`config.mk`:
```
export PLATFORM = sky130hd
export DESIGN_NAME = instr_fetch_decode
export DESIGN_NICKNAME = d
export VERILOG_FILES = /design/src/rtl/instr_fetch_decode.sv
export SDC_FILE = /design/constraint.sdc
export NUM_CORES = 1
export LEC_CHECK = 0
export BUFFER_PORTS_ARGS = -buffer_cell sky130_fd_sc_hd__buf_4
export CORE_MARGIN = 4
export CORE_UTILIZATION = 45
export DETAILED_ROUTE_END_ITERATION = 12
export PLACE_DENSITY = 0.78
export SLEW_MARGIN = 10
export SYNTH_ARGS = -nofsm -noshare
export SYNTH_HDL_FRONTEND = slang
export SYNTH_SLANG_ARGS = --single-unit
```
`constraint.sdc`:
```
create_clock -name clk -period 2.45 [get_ports clk]
set_input_delay 0.3675 -clock clk [delete_from_list [all_inputs] [get_ports clk]]
set_output_delay 0.3675 -clock clk [all_outputs]
set_load 0.005 [all_outputs]
```
`src/rtl/instr_fetch_decode.sv`:
```
// Fetch/decode stage: walks a word-indexed pc over a combinational program memory,
// decodes each word and issues it downstream over a valid/ready handshake.
module instr_fetch_decode #(
  parameter int MEM_DEPTH = 32,
  parameter int CNT_WIDTH = 16
) (
  input  logic                 clk,
  input  logic                 rst,
  input  logic                 start,
  input  logic [31:0]          start_pc,
  output logic [31:0]          pc,
  input  logic [31:0]          instruction,
  output logic                 out_valid,
  input  logic                 out_ready,
  output logic [5:0]           opcode,
  output logic [4:0]           rs,
  output logic [4:0]           rt,
  output logic [4:0]           rd,
  output logic [4:0]           shamt,
  output logic [5:0]           funct,
  output logic [31:0]          imm,
  output logic [2:0]           op_kind,
  output logic                 halted,
  output logic                 error,
  output logic                 busy,
  output logic [CNT_WIDTH-1:0] instr_count
);

  typedef enum logic [1:0] {
    S_IDLE,
    S_RUN,
    S_HALTED
  } state_t;

  localparam logic [2:0] K_ADD     = 3'd0;
  localparam logic [2:0] K_SUB     = 3'd1;
  localparam logic [2:0] K_MUL     = 3'd2;
  localparam logic [2:0] K_SLL     = 3'd3;
  localparam logic [2:0] K_ADDI    = 3'd4;
  localparam logic [2:0] K_LW      = 3'd5;
  localparam logic [2:0] K_SW      = 3'd6;
  localparam logic [2:0] K_ILLEGAL = 3'd7;

  state_t                r_state;
  logic [31:0]           r_pc;
  logic                  r_valid;
  logic [31:0]           r_word;
  logic [2:0]            r_kind;
  logic                  r_halted;
  logic                  r_error;
  logic [CNT_WIDTH-1:0]  r_count;

  state_t                w_state_next;
  logic [31:0]           w_pc_next;
  logic                  w_valid_next;
  logic [31:0]           w_word_next;
  logic [2:0]            w_kind_next;
  logic                  w_halted_next;
  logic                  w_error_next;
  logic [CNT_WIDTH-1:0]  w_count_next;

  logic                  w_load;
  logic                  w_in_range;
  logic [2:0]            w_kind;

  assign w_load     = !r_valid || out_ready;
  assign w_in_range = r_pc < 32'(MEM_DEPTH);

  // Classification of the word currently on the memory bus; the all-zero HALT
  // word never reaches the payload, so funct 000000 here always means SLL.
  always_comb begin
    w_kind = K_ILLEGAL;
    case (instruction[31:26])
      6'b000000: begin
        case (instruction[5:0])
          6'b100000: w_kind = K_ADD;
          6'b100010: w_kind = K_SUB;
          6'b000010: w_kind = K_MUL;
          6'b000000: w_kind = K_SLL;
          default:   w_kind = K_ILLEGAL;
        endcase
      end
      6'b001000: w_kind = K_ADDI;
      6'b100011: w_kind = K_LW;
      6'b101011: w_kind = K_SW;
      default:   w_kind = K_ILLEGAL;
    endcase
  end

  always_comb begin
    w_state_next  = r_state;
    w_pc_next     = r_pc;
    w_valid_next  = r_valid;
    w_word_next   = r_word;
    w_kind_next   = r_kind;
    w_halted_next = r_halted;
    w_error_next  = r_error;
    w_count_next  = r_count;
    case (r_state)
      S_IDLE, S_HALTED: begin
        if (start) begin
          w_pc_next     = start_pc;
          w_valid_next  = 1'b0;
          w_halted_next = 1'b0;
          w_error_next  = 1'b0;
          w_count_next  = '0;
          w_state_next  = S_RUN;
        end else if (r_valid && out_ready) begin
          w_valid_next = 1'b0;
        end
      end
      S_RUN: begin
        if (w_load) begin
          if (!w_in_range) begin
            w_error_next  = 1'b1;
            w_halted_next = 1'b1;
            w_valid_next  = 1'b0;
            w_state_next  = S_HALTED;
          end else if (instruction == 32'd0) begin
            w_halted_next = 1'b1;
            w_valid_next  = 1'b0;
            w_state_next  = S_HALTED;
          end else begin
            w_word_next  = instruction;
            w_kind_next  = w_kind;
            w_valid_next = 1'b1;
            w_pc_next    = r_pc + 32'd1;
            if (r_count != {CNT_WIDTH{1'b1}}) begin
              w_count_next = r_count + 1'b1;
            end
          end
        end
      end
      default: w_state_next = S_IDLE;
    endcase
  end

  always_ff @(posedge clk or posedge rst) begin
    if (rst) begin
      r_state  <= S_IDLE;
      r_pc     <= '0;
      r_valid  <= 1'b0;
      r_word   <= '0;
      r_kind   <= '0;
      r_halted <= 1'b0;
      r_error  <= 1'b0;
      r_count  <= '0;
    end else begin
      r_state  <= w_state_next;
      r_pc     <= w_pc_next;
      r_valid  <= w_valid_next;
      r_word   <= w_word_next;
      r_kind   <= w_kind_next;
      r_halted <= w_halted_next;
      r_error  <= w_error_next;
      r_count  <= w_count_next;
    end
  end

  assign pc          = r_pc;
  assign out_valid   = r_valid;
  assign opcode      = r_word[31:26];
  assign rs          = r_word[25:21];
  assign rt          = r_word[20:16];
  assign rd          = r_word[15:11];
  assign shamt       = r_word[10:6];
  assign funct       = r_word[5:0];
  assign imm         = {{16{r_word[15]}}, r_word[15:0]};
  assign op_kind     = r_kind;
  assign halted      = r_halted;
  assign error       = r_error;
  assign busy        = (r_state == S_RUN);
  assign instr_count = r_count;

endmodule

```
Word level (Yosys, flattened, before mapping) --
Index checks and enable logic that the tools add are counted.
Cells by class: multiplexer cells 32, equal/unequal tests 17, bitwise operators 1, add/sub/neg operators 2, reduce and logical (&&, ||, !) cells 16, $lt $le $gt $ge 1
Operators with widths (number):
- two-way mux 32 bit | 4
- two-way mux 16 bit | 5
- case mux 32 bit (2 select lines) | 1
- adder 32 x 1 -> 32 bit (second input constant) | 1
- zero test 32 bit | 1
- < comparator 32 x 6 -> 1 bit (second input constant) | 1
- case mux 16 bit (2 select lines) | 1
- equality test 6 bit (second input constant) | 4
- case mux 3 bit (4 select lines) | 2
- adder 16 x 1 -> 16 bit (second input constant) | 1
- != test 16 bit (second input constant) | 1
- zero test 6 bit | 2
- AND reduction 4 bit | 3
- two-way mux 1 bit | 11
- two-way mux 2 bit | 4
- equality test 6 x 2 -> 1 bit (second input constant) | 1
- equality test 6 x 4 -> 1 bit (second input constant) | 1
- != test 2 x 1 -> 1 bit (second input constant) | 3
- != test 2 bit (second input constant) | 3
- case mux 1 bit (2 select lines) | 3
- AND reduction 3 bit | 2
- AND reduction 6 bit | 1
- AND reduction 5 bit | 1
- case mux 2 bit (2 select lines) | 1
- 11 further kinds | 11
Storage, ports and cells: logic and storage cells 77, bits in registers 88, output and inout port bits 119

Depth between registers and ports, before layout --
Gate-level depths: netlist (run 1).
depth after elaboration 6, gate-level depth with buffers 8, gate-level depth less buffers 7

Worst setup path after synthesis (run 1) --
OpenSTA, ideal clock, no wires.
path kind input to register, start in instruction[0], end reg r_kind[1], in the netlist op_kind[1], cell stages on the path 6, data required time 2325 ps, path slack 482 ps, setup time 125 ps, arrival time 1843 ps, cells stage by stage nor4_4 > nand3_1 > or3_4 > nand3_2 > buf_6 > mux2_2
On the way: longest elaborated chain between the ends 3, elaborated cells between the ends (all ways) 9
RTL lines:
- start: declaration | line 12 | input logic [31:0] instruction,
- equality test 6 x 2 -> 1 bit (tied with other cells) | line 75 | case (instruction[5:0])
- case mux 3 bit (4 select lines) / NOT 1 bit (equally long branches)
- case mux 3 bit (4 select lines) / AND reduction 4 bit (equally long branches)
- end signal: assignment | line 153 | r_kind <= w_kind_next;
- end: declaration | line 48 | logic [2:0] r_kind;
Parallel ways exist; a longest one is shown, timed or not. A chain may end at the register's enable or synchronous reset.

Worst setup path after layout (run 1) --
start reg r_pc[20], in the netlist pc[20], end reg r_count[12], in the netlist instr_count[12]
On the way: longest elaborated chain between the ends 3
RTL lines:
- start: declaration | line 45 | logic [31:0] r_pc;
- start signal: assignment | line 150 | r_pc <= w_pc_next;
- < comparator 32 x 6 -> 1 bit | line 67 | assign w_in_range = r_pc < 32'(MEM_DEPTH);
- != test 2 x 1 -> 1 bit (no line)
- AND reduction 6 bit (no line)
- end signal: assignment | line 156 | r_count <= w_count_next;
- end: declaration | line 51 | logic [CNT_WIDTH-1:0] r_count;
No other way between the ends.

==> reports/metrics.csv, run 1 <==
stage;metric;value;unit
outcome;status;complete, no violations;
sta;final count of pins violating max slew;0;
die;Top Ports;187;
cells_and_area;NumNets Final;701;
drt;Routed WL per cell;17.5;um
setup_path;worst reg2reg startpoint;pc[20]$_DFFE_PP0P_;
power;switching power;1.06;mW
power;Logic pwr share;22.3;%
drt;drt first-iter violations;205;
sta;worst slew pin tran;0.783;ns
sta;Setup-failing EPs final;0;
setup_path;Crit Path Class;reg2reg;
clocking;CTS HTree Levels;3;
setup_path;Worst setup SP type;register;
clocking;CTS clk-pin slew, worst paths;0.10;ns
drt;Via-to-Cell Ratio;5.57;
setup_path;critical path arrival;2.56;ns
job;Max Cap Violations;0;
setup_path;capturing point of the worst reg2reg path;instr_count[12]$_DFFE_PP0P_;
sta;Max transition margin;47.7;%
synthesis;Yosys top cell area share;46.0;%
synthesis;syn nets;538;
synthesis;main area contributors after synthesis;dfrtp_1 (46%), mux2_2 (7.8%), buf_4 (5.0%);
global_route;gr usage total;21.6;%
synthesis;Synth Cell Area;0.00478;sq mm
synthesis;gate count after technology mapping;468;
clocking;Clk Latency, worst-skew pair;0.36;ns
synthesis;Post-synth EDFFs;0;
power;Internal;2.31;mW
drt;final wirelength;13500;um
drt;via count;4300;
drt;DRC;0;
die;Die Width;111;um
clocking;root buffer cell;clkbuf_8;
synthesis;Post-synth top cells;dfrtp_1 (88), nor2_1 (43), mux2_2 (33);
synthesis;Cell variety after synth;57;
power;Sequential Power Share;50.6;%
power;LEAKAGE;3.01;nW
clocking;clock buffer depth;2;
synthesis;largest area contributor in the netlist;dfrtp_1;
placed_design;detailed placer's ending HPWL;10400;um
synthesis;top-count cell post-synth;dfrtp_1;
setup_path;crit-path max FO;29;
drt;ANT nets after route;0;
setup_path;CP Capture Type;register;
sta;final worst-path cycle share;93.2;%
cells_and_area;# diodes;0;
power;final total power;3.37;mW
die;DIE HEIGHT;111;um
setup_path;data required time at the worst endpoint;2.73;ns
synthesis;Yosys warning total;0;
die;Initial Util;46.3;%
sta;unrepaired setup endpoints after global routing;no;
sta;Final Hold Fails;0;
global_route;vias in the first global route;4279;
synthesis;Main synth FF type;dfrtp_1;
clocking;Post-CTS Setup Inserts;0;
hold_path;Hold WC Path Type;in2async;
die;Core Rows;37;
global_route;grt ovf;0;
global_route;first-pass GRT wire length;22000;um
setup_path;slowest stage cell, crit path;or4_1;
die;core area;0.0103;sq mm
synthesis;Synth async-reset ratio;100;%
sta;clk_skew;0.0155;ns
global_route;largest net degree at the start of global routing;42;
synthesis;post-synthesis sequential area ratio;46.0;%
placed_design;gpl congestion;0.893;
power;pwr dens;532;mW/mm^2
cells_and_area;area grow syn2layout;32.4;%
sta;post-route minimum period;2.28;ns
setup_path;r2r worst-path depth;7;
power;clock power share;27.1;%
die;die area;0.0123;sq mm
sta;Setup TNS;0;ns
clocking;CTS Sinks;88;
placed_design;Port-buffer cells;186;
cells_and_area;layout cells sized above 1;45.9;%
setup_path;max incr delay on CP;0.51;ns
clocking;CTS tree;done;
synthesis;synthesized area per cell;10.2;sq um
global_route;antenna violations before repair;0;
power;Switching Fraction;31.5;%
synthesis;synthesized flop and latch total;88;
setup_path;crit path cell chain;nor4_1 > nand4_1 > nor2_4 > a21oi_4 > buf_12 > or4_1 > a21oi_1;
drt;router iterations before antenna repair;4;
clocking;Num CTS Buffers;9;
setup_path;Reg2Reg Setup Slack;0.17;ns
power;maximum vdd drop;371;uV
sta;Highest Clock Rate;438;MHz
[metrics by stage]
stage	std cells	utilization (%)	worst slack (ns)	hold slack, ns	area, sq um
floorplan	468	-	0.482	0.470	4790
global placement	756	59.6	0.158	0.467	6150
detailed placement	756	59.6	0.167	0.477	6150
CTS	772	61.3	0.128	0.124	6330
global route	772	61.3	0.0235	0.150	6330
finish	772	61.3	0.167	0.110	6330
[per-layer routing]
| metal | GRT usage (%) | wire, um | vias to the layer above | part of all wire, % |
|---|---|---|---|---|
| met5 | 0 | 0 | - | 0 |
| met4 | 8.11 | 288 | 0 | 2.1 |
| met3 | 3.82 | 598 | 23 | 4.4 |
| met2 | 37.9 | 7180 | 138 | 53 |
| met1 | 26.6 | 5420 | 2116 | 40 |
| li1 | - | - | 2023 | - |
[final cells by class]
cell class,count,area (sq um)
inverters,5,22.5
well taps,136,170
multi-input cells,323,2180
clock inverters,7,48.8
flip-flops and latches,88,2200
clock buffers,9,124
fillers,866,3990
repair buffers,204,1580
[power by group through the flow]
stage          sequential (mW)  combinational (mW)  clock, mW
2_1_floorplan             1.71               0.358          0
3_3_place_gp              1.73               0.739          0
3_5_place_dp              1.73               0.760          0
4_1_cts                   1.70               0.759      0.935
5_1_grt                   1.73               0.825      0.998
6_report                  1.71               0.753      0.913
[worst max-delay path, delay by kind of cell, from the launching register on]
family                 cells  cell delay (ns)
and+or+nand+nor            4             1.32
buffers and inverters      1             0.18
AOI/OAI and AO/OA          2             0.27
DFF                        1             0.43
[cell usage in the layout, fill, tap and decap left out, types with 2 or more instances in the layout]
cell type,netlist,layout
and3_1,10,10
dfrtp_1,88,88
ha_1,2,2
nor2_1,43,43
clkinvlp_4,0,2
nor4_2,1,2
o21a_1,3,3
a31oi_1,8,8
nand2b_1,5,5
or4_1,7,7
and4_1,5,5
buf_4,32,200
nand3b_1,2,2
nand3_1,21,21
and2_1,6,6
o31ai_1,3,3
a21oi_2,25,25
o21ai_1,8,8
nand2_1,31,31
o21ai_0,16,16
or3_1,7,7
nor4_1,14,13
clkinv_4,0,3
mux2i_1,3,3
o22ai_1,5,5
inv_1,4,3
o31a_1,3,3
nor3_1,4,4
nand4_1,9,9
o2bb2ai_1,5,5
clkbuf_8,0,9
nor2_4,2,2
buf_12,1,4
o22a_1,7,7
a21oi_1,14,14
clkinv_2,0,3
mux2_2,33,33
[worst max path at each step]
stage	depth (start not counted)	end	startpoint	slack [ns]
global route	7	instr_count[12]$_DFFE_PP0P_	pc[21]$_DFFE_PP0P_	0.02
floorplan	6	op_kind[1]$_DFFE_PP0P_	instruction[0]	0.48
finish	7	instr_count[12]$_DFFE_PP0P_	pc[20]$_DFFE_PP0P_	0.17
detailed placement	7	instr_count[6]$_DFFE_PP0P_	pc[28]$_DFFE_PP0P_	0.17
CTS	7	instr_count[6]$_DFFE_PP0P_	pc[28]$_DFFE_PP0P_	0.13
global placement	7	r_word[8]$_DFFE_PP0P_	instruction[5]	0.16
[registers in the layout (all words and copies together) (netlist names)]
register and cells:
pc 32, r_word 32, instr_count 16, op_kind 3, r_state 2, error 1, halted 1, out_valid 1
[timing repair]
item / 4_1_cts / 5_1_grt
endpoints found under the hold margin: 0 / 0
hold buffers: 0 / 0
gates resized for setup: 0 / 1
endpoints found under the setup margin: 0 / 1
[logic make-up after synthesis]
family | synth area share [%]
and+or+nand+nor | 19.6
AOI/OAI and AO/OA | 16.6
DFF | 46.0
buffers and inverters | 8.61
muxes | 8.40
adders and majority gates | 0.523
xor gates and xnor gates | 0.183
Power figures use the tool's default switching activity.
==> run 2: changes to the inputs <==
- PLACE_DENSITY: 0.78 -> 0.87
==> reports/metrics.csv, run 2 (synthesis gave the netlist of run 1 again) <==
stage;metric;value;unit;change
setup_path;Worst setup SP type;register;;unchanged
sta;clk_skew;0.0162;ns;was 0.0155 ns
global_route;gr usage total;21.8;%;was 21.6%
sta;Setup-failing EPs final;0;;unchanged
power;Sequential Power Share;49.5;%;was 50.6%
setup_path;critical path arrival;2.45;ns;was 2.56 ns
cells_and_area;Storage cell area;0.00220;sq mm;unchanged
cells_and_area;Multi-input gate area;0.00218;sq mm;about the same
setup_path;crit-path max FO;10;;was 29
clocking;post-CTS sizing;0;;unchanged
sta;post-route minimum period;2.21;ns;was 2.28 ns
power;switching power;1.02;mW;was 1.06 mW
power;final total power;3.45;mW;was 3.37 mW
setup_path;CP Capture Type;register;;unchanged
sta;Max transition margin;47.1;%;was 47.7%
hold_path;Hold WC Path Type;in2async;;unchanged
placed_design;detailed placer's ending HPWL;10600;um;was 10400 um
power;pwr dens;545;mW/mm^2;was 532 mW/mm^2
sta;unrepaired setup endpoints after global routing;no;;unchanged
drt;router iterations before antenna repair;5;;was 4
clocking;CTS HTree Levels;3;;unchanged
drt;DRC;0;;unchanged
die;core area;0.0103;sq mm;unchanged
cells_and_area;area grow syn2layout;32.1;%;was 32.4%
power;Internal;2.43;mW;was 2.31 mW
clocking;cts hold-fix bufs;0;;unchanged
power;Switching Fraction;29.6;%;was 31.5%
die;DIE HEIGHT;111;um;unchanged
clocking;CTS Sinks;88;;unchanged
global_route;vias in the first global route;4285;;was 4279
die;die area;0.0123;sq mm;unchanged
sta;Highest Clock Rate;452;MHz;was 438 MHz
cells_and_area;fin cells;770;;was 772
cells_and_area;NumNets Final;700;;was 701
placed_design;gpl congestion;0.906;;was 0.893
sta;Setup TNS;0;ns;unchanged
die;Initial Util;46.3;%;unchanged
power;maximum vdd drop;346;uV;was 371 uV
job;Max Cap Violations;0;;unchanged
cells_and_area;most common cell after layout, fill and taps aside;buf_4;;unchanged
power;Logic pwr share;21.7;%;was 22.3%
drt;Via-to-Cell Ratio;5.63;;was 5.57
cells_and_area;layout cells sized above 1;45.3;%;was 45.9%
power;clock power share;28.8;%;was 27.1%
drt;Routed WL per cell;17.9;um;was 17.5 um
setup_path;Crit Path Class;reg2reg;;unchanged
die;Die Width;111;um;unchanged
setup_path;data required time at the worst endpoint;2.68;ns;was 2.73 ns
drt;ANT nets after route;0;;unchanged
clocking;Num CTS Buffers;9;;unchanged
placed_design;Port-buffer cells;186;;unchanged
power;LEAKAGE;3.00;nW;was 3.01 nW
clocking;Post-CTS Setup Inserts;0;;unchanged
global_route;antenna violations before repair;0;;unchanged
cells_and_area;Fillers;839;;was 866
drt;via count;4335;;was 4300
cells_and_area;commonest cells after routing, fill and taps aside;buf_4 (200), dfrtp_1 (88), nor2_1 (43);;unchanged
sta;worst slew pin tran;0.792;ns;was 0.783 ns
sta;WHS;0.0601;ns;was 0.110 ns
cells_and_area;# diodes;0;;unchanged
clocking;CTS clk-pin slew, worst paths;0.09;ns;was 0.10 ns
die;Core Rows;37;;unchanged
sta;final worst-path cycle share;90.4;%;was 93.2%
drt;final wirelength;13800;um;was 13500 um
clocking;root buffer cell;clkbuf_8;;unchanged
cells_and_area;final core utilization;61.2;%;was 61.3%
global_route;first-pass GRT wire length;22000;um;about the same
clocking;clock buffer depth;2;;unchanged
die;Top Ports;187;;unchanged
sta;final count of pins violating max slew;0;;unchanged
clocking;CTS tree;done;;unchanged
global_route;largest net degree at the start of global routing;42;;unchanged
outcome;status;complete, no violations;;unchanged
global_route;grt ovf;0;;unchanged
sta;Final Hold Fails;0;;unchanged
clocking;Clk Latency, worst-skew pair;0.36;ns;about the same
placed_design;placed cells;755;;was 756
drt;drt first-iter violations;309;;was 205
## run 2: layout make-up
class | instances | share of cell area [%]
sequential | 88 | 34.8
multi-input combinational | 323 | 34.4
timing repair buffer | 203 | 24.7
tap | 136 | 2.69
clock buffer | 12 | 2.30
clock inverter | 3 | 0.673
inverter | 5 | 0.356
## run 2: per-layer routing
metal  global-route usage (%)  share of wire [%]  vias to the layer above
li1                         -                  -                     2011
met1                     26.8                 39                     2083
met2                     35.7                 50                      191
met3                     4.42                6.1                       50
met4                     12.6                4.7                        0
met5                        0                  0                        -
## run 2: through the flow
step	setup slack (ns)	cell area, sq um
floorplan	0.482	4790
global placement	0.192	6130
detailed placement	0.149	6130
CTS	0.192	6320
global route	0.107	6320
finish	0.236	6320
## run 2: path summary, 6_finish.rpt
kind,from,to,slack [ns],depth (start not counted)
setup / recovery,pc[28]$_DFFE_PP0P_,pc[24]$_DFFE_PP0P_,0.24,7
hold / removal,rst,instr_count[15]$_DFFE_PP0P_,0.06,2
setup reg to reg,pc[28]$_DFFE_PP0P_,pc[24]$_DFFE_PP0P_,0.24,7
hold reg to reg,halted$_DFFE_PP0P_,halted$_DFFE_PP0P_,0.49,2
max in group asynchronous,rst,pc[17]$_DFFE_PP0P_,1.78,3
min in group clk,start_pc[17],pc[17]$_DFFE_PP0P_,0.22,3
## run 2: power groups by stage
stage | Clock, mW | Combinational (mW) | Sequential [mW]
floorplan | 0 | 0.358 | 1.71
global placement | 0 | 0.729 | 1.72
detailed placement | 0 | 0.750 | 1.73
CTS | 1.02 | 0.752 | 1.70
global route | 1.08 | 0.816 | 1.72
finish | 0.994 | 0.748 | 1.70
## run 2: critical path, stage by stage, from the launching register on
cell and delay, ns:
dfrtp_1 0.43, nor4_1 0.34, nand4_1 0.23, nor2_4 0.20, buf_4 0.16, and2_1 0.37, o21ai_4 0.15, o22a_1 0.22
==> run 3: changes to the inputs <==
- CORE_UTILIZATION: 45 -> 49
- PLACE_DENSITY: 0.87 -> 0.89
- clock period: 2.45 -> 2.1 ns (I/O delays scaled with it)
==> reports/metrics.csv, run 3 (synthesis gave the netlist of run 1 again) <==
stage;metric;value;unit;change
placed_design;detailed placer's ending HPWL;10800;um;was 10600 um
drt;via count;4530;;was 4335
drt;Via-to-Cell Ratio;5.63;;about the same
setup_path;max incr delay on CP;0.51;ns;was 0.43 ns
hold_path;Hold EP;pc[17]$_DFFE_PP0P_;;
cells_and_area;NumNets Final;740;;was 700
die;Top Ports;187;;unchanged
die;die area;0.0114;sq mm;was 0.0123 sq mm
setup_path;slowest stage cell, crit path;or4_4;;was dfrtp_1
sta;Setup TNS;0;ns;unchanged
drt;router iterations before antenna repair;5;;unchanged
sta;final count of pins violating max slew;0;;unchanged
cells_and_area;Fillers;700;;was 839
clocking;clock buffer depth;2;;unchanged
sta;worst slew pin tran;0.538;ns;was 0.792 ns
clocking;CTS clk-pin slew, worst paths;0.09;ns;about the same
sta;final worst-path cycle share;97.5;%;was 90.4%
drt;DRC;0;;unchanged
clocking;root buffer cell;clkbuf_8;;unchanged
cells_and_area;most common cell after layout, fill and taps aside;buf_4;;unchanged
clocking;CTS HTree Levels;3;;unchanged
setup_path;Worst setup SP type;register;;unchanged
setup_path;Reg2Reg Setup Slack;0.05;ns;was 0.24 ns
sta;clk_skew;0.00950;ns;was 0.0162 ns
sta;Setup-failing EPs final;0;;unchanged
setup_path;capturing point of the worst reg2reg path;instr_count[12]$_DFFE_PP0P_;;was pc[24]$_DFFE_PP0P_
global_route;first-pass GRT wire length;22900;um;was 22000 um
sta;Max transition margin;64.1;%;was 47.1%
setup_path;r2r worst-path depth;7;;unchanged
drt;drt first-iter violations;330;;was 309
sta;Final Hold Fails;0;;unchanged
setup_path;Crit Path Class;reg2reg;;unchanged
setup_path;CP Capture Type;register;;unchanged
setup_path;crit-path max FO;15;;was 10
placed_design;worst slack, placed;-0.178;ns;was 0.149 ns
global_route;gr usage total;25.1;%;was 21.8%
cells_and_area;layout cells sized above 1;50.7;%;was 45.3%
sta;worst setup margin;0.0517;ns;was 0.236 ns
drt;ANT nets after route;0;;unchanged
hold_path;Hold Startpoint;start_pc[17];;
cells_and_area;# diodes;0;;unchanged
global_route;largest net degree at the start of global routing;42;;unchanged
setup_path;data required time at the worst endpoint;2.39;ns;was 2.68 ns
power;pwr dens;647;mW/mm^2;was 545 mW/mm^2
job;Max Cap Violations;0;;unchanged
setup_path;crit path from;pc[23]$_DFFE_PP0P_;;was pc[28]$_DFFE_PP0P_
die;core area;0.00937;sq mm;was 0.0103 sq mm
die;Die Width;107;um;was 111 um
cells_and_area;area grow syn2layout;41.3;%;was 32.1%
sta;post-route minimum period;2.05;ns;was 2.21 ns
global_route;grt ovf;0;;unchanged
setup_path;worst reg2reg startpoint;pc[23]$_DFFE_PP0P_;;was pc[28]$_DFFE_PP0P_
clocking;Num CTS Buffers;9;;unchanged
cells_and_area;commonest cells after routing, fill and taps aside;buf_4 (236), dfrtp_1 (88), nor2_1 (42);;was buf_4 (200), dfrtp_1 (88), nor2_1 (43)
sta;Highest Clock Rate;488;MHz;was 452 MHz
global_route;vias in the first global route;4516;;was 4285
global_route;antenna violations before repair;0;;unchanged
clocking;CTS Sinks;88;;unchanged
setup_path;critical path arrival;2.34;ns;was 2.45 ns
placed_design;Port-buffer cells;186;;unchanged
hold_path;Hold WC Path Type;in2reg;;was in2async
clocking;Clk Latency, worst-skew pair;0.36;ns;about the same
outcome;status;complete, no violations;;unchanged
die;Core Rows;35;;was 37
placed_design;gpl congestion;0.905;;was 0.906
setup_path;crit path cell chain;nor4_2 > nand4_1 > nor2_4 > a21oi_4 > buf_12 > or4_4 > a21oi_2;;was nor4_1 > nand4_1 > nor2_4 > buf_4 > and2_1 > o21ai_4 > o22a_1
power;maximum vdd drop;581;uV;was 346 uV
power;LEAKAGE;3.22;nW;was 3.00 nW
clocking;CTS tree;done;;unchanged
hold_path;hold path cells;3;;
die;DIE HEIGHT;107;um;was 111 um
drt;Routed WL per cell;18.1;um;was 17.9 um
drt;final wirelength;14500;um;was 13800 um
die;Initial Util;51.0;%;was 46.3%
==> run 3: layout make-up <==
type,count,area [sq um],share of cell area (%)
repair buffers,243,1900,28.1
clock inverters,6,92.6,1.37
well taps,129,161,2.39
flip-flops and latches,88,2200,32.6
multi-input cells,323,2260,33.4
inverters,5,22.5,0.333
clock buffers,10,128,1.89
==> run 3: worst max-delay path by stage <==
stage                                              to  depth (start not counted)  slack, ns
final                     instr_count[12]$_DFFE_PP0P_                          7       0.05
after global routing                pc[0]$_DFFE_PP0P_                          8      -0.05
after CTS                 instr_count[12]$_DFFE_PP0P_                          7      0.009
after detailed placement        r_word[1]$_DFFE_PP0P_                          7      -0.18
after global placement          r_word[8]$_DFFE_PP0P_                          7      -0.11
after floorplan           instr_count[15]$_DFFE_PP0P_                          7       0.14
==> run 3: critical path: cells and delay by family (launching register included) <==
kind	cells	cell delay (ns)
and+or+nand+nor	4	1.21
DFF	1	0.40
AOI/OAI and AO/OA	2	0.22
buffers and inverters	1	0.15
==> run 3: timing repair <==
action | in CTS | in global routing
endpoints found under the setup margin | 7 | 28
hold endpoints to repair | 13 | 0
hold buffers | 1 | 0
gates resized for setup | 3 | 14
gates cloned | 0 | 1
buffers inserted | 0 | 1
pin swaps | 0 | 5
==> run 3: per-stage QoR <==
stage | area (sq um) | instances | hold slack (ns) | power, mW | util [%]
final | 6760 | 804 | 0.142 | 4.37 | 72.1
after global routing | 6760 | 804 | 0.140 | 4.60 | 72.1
after CTS | 6660 | 802 | 0.130 | 4.35 | 71.0
after detailed placement | 6410 | 785 | 0.338 | 3.05 | 68.4
after global placement | 6410 | 785 | 0.329 | 3.02 | 68.4
after floorplan | 4790 | 468 | 0.420 | 2.41 | -
==> run 3: where the power goes <==
part           leakage, nW  internal (mW)  switching, mW  total (mW)
Combinational         1.99          0.578          0.560        1.14
Clock                0.103          0.677          0.616        1.29
Sequential            1.13           1.82          0.122        1.94
==> run 3: routing by layer <==
layer  vias to the layer above  track usage (%)  routed length, um
li1                       2090                -                  -
met3                        28             6.08                934
met1                      2236             30.8               5540
met2                       176             43.0               7660
met5                         -                0                  0
met4                         0             8.86                410
